**src/rtl/lfsr_range_gen_if.sv**
```systemverilog
// Request/result bundle for lfsr_range_gen: seeding, request, and the
// num valid/ready return channel.
interface lfsr_range_gen_if #(
  parameter int unsigned LFSR_W = 16,
  parameter int unsigned OUT_W  = 4
);
  logic              seed_load;
  logic [LFSR_W-1:0] seed;
  logic              req;
  logic [OUT_W-1:0]  range;
  logic              busy;
  logic              num_valid;
  logic              num_ready;
  logic [OUT_W-1:0]  num;
  logic              range_err;

  modport master (
    output seed_load, seed, req, range, num_ready,
    input  busy, num_valid, num, range_err
  );

  modport slave (
    input  seed_load, seed, req, range, num_ready,
    output busy, num_valid, num, range_err
  );
endinterface

```
**src/rtl/lfsr_range_gen.sv**
```systemverilog
// Free-running Fibonacci LFSR sampled into a fixed-latency restoring divider
// that returns sample mod N. Optional gen_count output: LFSR_RANGE_GEN_COUNT_EN.
module lfsr_range_gen #(
  parameter int unsigned         LFSR_W       = 16,
  parameter logic [LFSR_W-1:0]   TAPS         = LFSR_W'(16'hB400),
  parameter logic [LFSR_W-1:0]   SEED_DEFAULT = LFSR_W'(16'h0001),
  parameter int unsigned         SAMPLE_W     = 8,
  parameter int unsigned         OUT_W        = 4
) (
  input  logic                clk,
  input  logic                reset,
  lfsr_range_gen_if.slave     bus
`ifdef LFSR_RANGE_GEN_COUNT_EN
  ,
  output logic [15:0]         gen_count
`endif
);

  localparam int unsigned CNT_W = $clog2(SAMPLE_W + 1);
  localparam int unsigned REM_W = OUT_W + 1;

  typedef enum logic [1:0] {IDLE, DIV, DONE} state_t;

  state_t              state, state_n;
  logic [LFSR_W-1:0]   lfsr, lfsr_n;
  logic [SAMPLE_W-1:0] dvd, dvd_n;
  logic [REM_W-1:0]    rem, rem_n;
  logic [OUT_W-1:0]    modn, modn_n;
  logic [CNT_W-1:0]    cnt, cnt_n;
  logic [OUT_W-1:0]    num_q, num_n;
  logic                valid_q, valid_n;
  logic                err_q, err_n;
  logic                busy_q, busy_n;
  logic [REM_W-1:0]    trial;
  logic [REM_W-1:0]    step_rem;

  // LFSR advance with seed override; a zero seed would lock the register
  always_comb begin
    lfsr_n = {lfsr[LFSR_W-2:0], ^(lfsr & TAPS)};
    if (bus.seed_load) begin
      lfsr_n = (bus.seed == '0) ? LFSR_W'(1) : bus.seed;
    end
  end

  always_ff @(posedge clk or negedge reset) begin
    if (!reset) lfsr <= SEED_DEFAULT;
    else        lfsr <= lfsr_n;
  end

  // One restoring shift-subtract step, dividend MSB first
  always_comb begin
    trial = {rem[OUT_W-1:0], dvd[SAMPLE_W-1]};
    if (trial >= {1'b0, modn}) step_rem = trial - {1'b0, modn};
    else                       step_rem = trial;
  end

  always_ff @(posedge clk or negedge reset) begin
    if (!reset) state <= IDLE;
    else        state <= state_n;
  end

  always_comb begin
    state_n = state;
    dvd_n   = dvd;
    rem_n   = rem;
    modn_n  = modn;
    cnt_n   = cnt;
    num_n   = num_q;
    valid_n = valid_q;
    err_n   = err_q;
    case (state)
      IDLE: begin
        if (bus.req) begin
          dvd_n   = lfsr[SAMPLE_W-1:0];
          modn_n  = bus.range;
          rem_n   = '0;
          cnt_n   = '0;
          state_n = DIV;
        end
      end
      DIV: begin
        dvd_n = {dvd[SAMPLE_W-2:0], 1'b0};
        cnt_n = cnt + CNT_W'(1);
        if (modn != '0) rem_n = step_rem;
        if (cnt == CNT_W'(SAMPLE_W - 1)) begin
          state_n = DONE;
          valid_n = 1'b1;
          if (modn == '0) begin
            num_n = '0;
            err_n = 1'b1;
          end else begin
            num_n = step_rem[OUT_W-1:0];
            err_n = 1'b0;
          end
        end
      end
      DONE: begin
        if (bus.num_ready) begin
          valid_n = 1'b0;
          err_n   = 1'b0;
          state_n = IDLE;
        end
      end
      default: state_n = IDLE;
    endcase
    busy_n = (state_n != IDLE);
  end

  always_ff @(posedge clk or negedge reset) begin
    if (!reset) begin
      dvd     <= '0;
      rem     <= '0;
      modn    <= '0;
      cnt     <= '0;
      num_q   <= '0;
      valid_q <= 1'b0;
      err_q   <= 1'b0;
      busy_q  <= 1'b0;
    end else begin
      dvd     <= dvd_n;
      rem     <= rem_n;
      modn    <= modn_n;
      cnt     <= cnt_n;
      num_q   <= num_n;
      valid_q <= valid_n;
      err_q   <= err_n;
      busy_q  <= busy_n;
    end
  end

  assign bus.num       = num_q;
  assign bus.num_valid = valid_q;
  assign bus.range_err = err_q;
  assign bus.busy      = busy_q;

`ifdef LFSR_RANGE_GEN_COUNT_EN
  // Completed handshakes, error results included; wraps naturally
  always_ff @(posedge clk or negedge reset) begin
    if (!reset)                         gen_count <= '0;
    else if (valid_q && bus.num_ready)  gen_count <= gen_count + 16'd1;
  end
`endif

endmodule

```
**src/flat_wrapper.sv**
```systemverilog
// flat-port wrapper written by rule: the top's interface ports become plain ports
module lfsr_range_gen_flat 
#(
  parameter int unsigned         LFSR_W       = 16,
  parameter logic [LFSR_W-1:0]   TAPS         = LFSR_W'(16'hB400),
  parameter logic [LFSR_W-1:0]   SEED_DEFAULT = LFSR_W'(16'h0001),
  parameter int unsigned         SAMPLE_W     = 8,
  parameter int unsigned         OUT_W        = 4
)
  (clk, reset, bus_seed_load, bus_seed, bus_req, bus_range, bus_num_ready, bus_busy, bus_num_valid, bus_num, bus_range_err);
  lfsr_range_gen_if #(.LFSR_W(LFSR_W), .OUT_W(OUT_W)) bus_i ();
  input  logic clk;
  input  logic reset;
  input wire logic [$bits(bus_i.seed_load)-1:0] bus_seed_load;
  input wire logic [$bits(bus_i.seed)-1:0] bus_seed;
  input wire logic [$bits(bus_i.req)-1:0] bus_req;
  input wire logic [$bits(bus_i.range)-1:0] bus_range;
  input wire logic [$bits(bus_i.num_ready)-1:0] bus_num_ready;
  output wire logic [$bits(bus_i.busy)-1:0] bus_busy;
  output wire logic [$bits(bus_i.num_valid)-1:0] bus_num_valid;
  output wire logic [$bits(bus_i.num)-1:0] bus_num;
  output wire logic [$bits(bus_i.range_err)-1:0] bus_range_err;
  assign bus_i.seed_load = bus_seed_load;
  assign bus_i.seed = bus_seed;
  assign bus_i.req = bus_req;
  assign bus_i.range = bus_range;
  assign bus_i.num_ready = bus_num_ready;
  assign bus_busy = bus_i.busy;
  assign bus_num_valid = bus_i.num_valid;
  assign bus_num = bus_i.num;
  assign bus_range_err = bus_i.range_err;
  lfsr_range_gen #(.LFSR_W(LFSR_W), .TAPS(TAPS), .SEED_DEFAULT(SEED_DEFAULT), .SAMPLE_W(SAMPLE_W), .OUT_W(OUT_W)) u_core (.clk(clk), .reset(reset), .bus(bus_i));
endmodule
```
**config.mk**
```make
export PLATFORM = sky130hd
export DESIGN_NAME = lfsr_range_gen_flat
export DESIGN_NICKNAME = d
export VERILOG_FILES = /design/src/rtl/lfsr_range_gen_if.sv /design/src/rtl/lfsr_range_gen.sv /design/src/flat_wrapper.sv
export SDC_FILE = /design/constraint.sdc
export NUM_CORES = 1
export LEC_CHECK = 0
export BUFFER_PORTS_ARGS = -buffer_cell sky130_fd_sc_hd__buf_2
export CAP_MARGIN = 20
export CORE_MARGIN = 2
export CORE_UTILIZATION = 30
export DETAILED_ROUTE_END_ITERATION = 6
export PLACE_DENSITY_LB_ADDON = 0.25
export SLEW_MARGIN = 20
export SYNTH_ARGS = -nofsm -noshare
export SYNTH_HDL_FRONTEND = slang
export SYNTH_SLANG_ARGS = --single-unit
```
**constraint.sdc**
```tcl
create_clock -name clk -period 1.8 [get_ports clk]
set_clock_uncertainty 0.05 [all_clocks]
set_input_delay 0.09 -clock clk [delete_from_list [all_inputs] [get_ports clk]]
set_output_delay 0.09 -clock clk [all_outputs]
set_load 0.005 [all_outputs]
```
==> results.yml <==
outcome:
  status: "finished, violations left"
  violations: "negative setup slack"
place:
  gp_congestion: 0.7402
  port_buffers: 31
  placed_cell_area_sq_um: 2472
  hpwl_mm: 3.267
  pre_cts_slack_ps: -92.06
yosys:
  synth_adder_area_share_pct: 3.966
  synthFlopType: "dfrtp_1"
  synth_area_sq_um: 2082
  synth_xor_area_share_pct: 1.683
  synth_compound_area_share_pct: 17.07
  synth.largest_area_cell: "dfrtp_1"
  syn-num-nets: 221
  syn_inst: 190
  synth_edf_count: 0
  yosys_warnings: 0
  synthMuxAreaShare_pct: 8.113
  synth_top_family_by_area: "compound AO/OA/AOI/OAI gates"
  async_reset_ff_share_pct: 100.0
  seq_area_frac_synth_pct: 54.15
  synthTopCellsByArea: "dfrtp_1 53%, mux2_2 5.9%, nand2_1 4.1%"
  synth-simple-area-share_pct: 12.38
  synthMostInstantiatedCell: "dfrtp_1"
  synth-seq-cells: 45
  syn_area_per_cell_sq_um: 10.96
  synth_common_cells: "44 x dfrtp_1, 23 x nand2_1, 17 x o21ai_0, 11 x mux2_2"
  ys_types: 36
  synth_top_area_share_pct: 52.88
worst_setup_path:
  slowest_stage: "dfrtp_1"
  critPathLaunch: "u_core.modn[2]$_DFFE_PN0P_"
  end_kind: "register"
  cp.arrival_ps: 2030
  max_stage_delay_ps: 400
  r2r-end: "u_core.bus.num[0]$_DFFE_PN0P_"
  worst-path-max-fanout: 3
  crit_cells: 7
  crit_type: "register to register"
  critPathBufInv: 1
  r2r_start: "u_core.modn[2]$_DFFE_PN0P_"
  ff2ff_path_depth: 7
  critPathCapture: "u_core.bus.num[0]$_DFFE_PN0P_"
  crit_family: "compound AO/OA/AOI/OAI gates"
  regToRegSetupSlack_ps: -50
  cp_cell_sequence: "inv_2, ha_4, a21o_1, a31o_4, a21boi_4, mux2_4, o21ai_2"
  worst_ep_required_time_ps: 1980
  start_kind: "register"
drt:
  via_per_inst: 4.751
  drtAntennaViolNets: 0
  drt_pass1_iterations: 4
  drtIter0Drc: 56
  via_count: 1644
  wl_mm: 4.564
  wire_per_inst_um: 13.19
  post-route-drc-count: 0
sta:
  period_share_pct: 102.7
  rsz0062_at_grt: "true"
  layout_min_cycle_time_ps: 1849
  finalHoldViolCount: 0
  maxSlewViolCount: 0
  worst_slew_pin_slew_ps: 670.5
  fmax_mhz: 540.9
  setup_ws_ps: -48.82
  slew_headroom_pct: 54.71
  setup_viol: 3
global_route:
  grt_pass1_wl_mm: 7.976
  grt_max_degree: 24
  antenna_found_initial: 0
  grt_pass1_vias: 1697
  overflow: 0
  grt_usage_pct: 13.34
die:
  die_h_um: 87.31
  coreArea_sq_um: 6756
  die_area_sq_um: 7622
  die_width_um: 87.31
  start_util_pct: 30.81
  ios: 32
  row_count: 30
min_path:
  worstHoldPathType: "primary input to register"
  min_from: "bus_num_ready"
cells_and_area:
  final_area_sq_um: 2878
  fin_nets: 296
  drive_gt1_share_pct: 31.95
  syn_to_final_growth_pct: 38.22
  antennaDiodeCount: 0
clock_network:
  htree_levels: 2
  cts_tree: "built"
  cts_buffers: 5
  root_buffer: "clkbuf_8"
  clk_pin_slew_ps: 90
  insertion_delay_ps: 300
  clock-sinks: 45
  clk_path_buf_depth: 2
pwr:
  p_per_area_nw_per_um2: 1573
  leakagePower_nw: 1.317
  ir_drop_v: 0.0004953
run:
  cap_violations: 0
==> final cells by class <==
cell class                 instances  area (sq um)
multi-input combinational        132         957.2
clock inverter                     2         37.54
sequential                        45          1127
inverter                           8         30.03
clock buffer                       6         82.58
fill                             682          3879
tap                               80         100.1
timing repair buffer              73         543.0
==> registers in the layout, indices dropped and copies added, names as in the netlist <==
| register | cells |
|---|---|
| u_core.rem | 4 |
| u_core.bus.range_err | 1 |
| u_core.modn | 4 |
| u_core.lfsr | 16 |
| u_core.bus.busy | 1 |
| u_core.cnt | 4 |
| u_core.bus.num | 4 |
| u_core.dvd | 8 |
| u_core.bus.num_valid | 1 |
| u_core.state | 2 |
==> per-layer routing <==
metal	up-vias	part of all wire, %	global-route usage [%]
met5	-	0	0
met4	0	1.4	5.035
met3	6	3.2	2.559
met2	31	47	21.83
met1	772	48	17.44
li1	835	-	-
==> worst reg2reg max path: cells and delay by family, from the launching register on <==
family	cells	cell delay, ps
AOI/OAI and AO/OA	4	700
DFF	1	400
muxes	1	340
adders and majority gates	1	200
buffers and inverters	1	80
==> report_power, final <==
part	internal, mW	switching [mW]
Clock	0.452	0.355
Combinational	1.17	0.970
Sequential	1.34	0.234
Total	2.97	1.56
==> worst min path at each step <==
stage / to / slack, ps / cells past startpoint
2_1_floorplan: u_core.bus.busy$_DFF_PN0_ / -260 / 0
3_3_place_gp: u_core.bus.num_valid$_DFFE_PN0P_ / 70 / 1
3_5_place_dp: u_core.bus.num_valid$_DFFE_PN0P_ / 70 / 1
4_1_cts: u_core.bus.busy$_DFF_PN0_ / 10 / 4
5_1_grt: u_core.state[1]$_DFF_PN0_ / 30 / 4
6_report: u_core.bus.busy$_DFF_PN0_ / 30 / 4
==> metrics by stage <==
step	setup TNS, ps	utilization, %	instances	power [mW]	hold WS [ps]
floorplan	0	-	190	2.739	-255.6
global placement	-50.97	36.59	314	3.353	74.56
detailed placement	-206.4	36.59	314	3.389	69.63
CTS	-160.8	41.87	346	4.350	13.63
global route	-593.5	42.59	346	4.911	29.22
finish	-101.4	42.59	346	4.526	31.94
==> cell usage in the layout, fill, tap and decap left out, drive strengths merged, types with 2 or more instances in the layout <==
master	synthesis	routed
inv	8	8
a22o	7	7
o21bai	2	2
ha	5	5
a22oi	8	8
nor4	4	4
nand2b	2	2
mux2i	3	3
xor2	3	3
mux2	12	12
buf	3	52
nand3	4	4
dfrtp	44	44
nor2b	9	9
nor2	5	5
dlygate4sd3	0	21
o21ai	23	23
nand2	23	23
a21oi	9	9
clkbuf	2	6
==> timing repair <==
item / in CTS / in global routing
gates resized for setup: 2 / 11
hold buffers: 21 / 0
buffers inserted: 3 / 2
pin swaps: 4 / 8
endpoints found under the setup margin: 6 / 8
hold endpoints to repair: 41 / 0
==> cell families after synthesis <==
| logic type | count (synthesis) |
|---|---|
| buf+inv | 13 |
| mux | 15 |
| simple gates | 52 |
| flops | 45 |
| xor+xnor | 4 |
| fa+ha+maj | 6 |
| compound gates | 55 |
No activity file was read; power rests on OpenSTA's default activity.
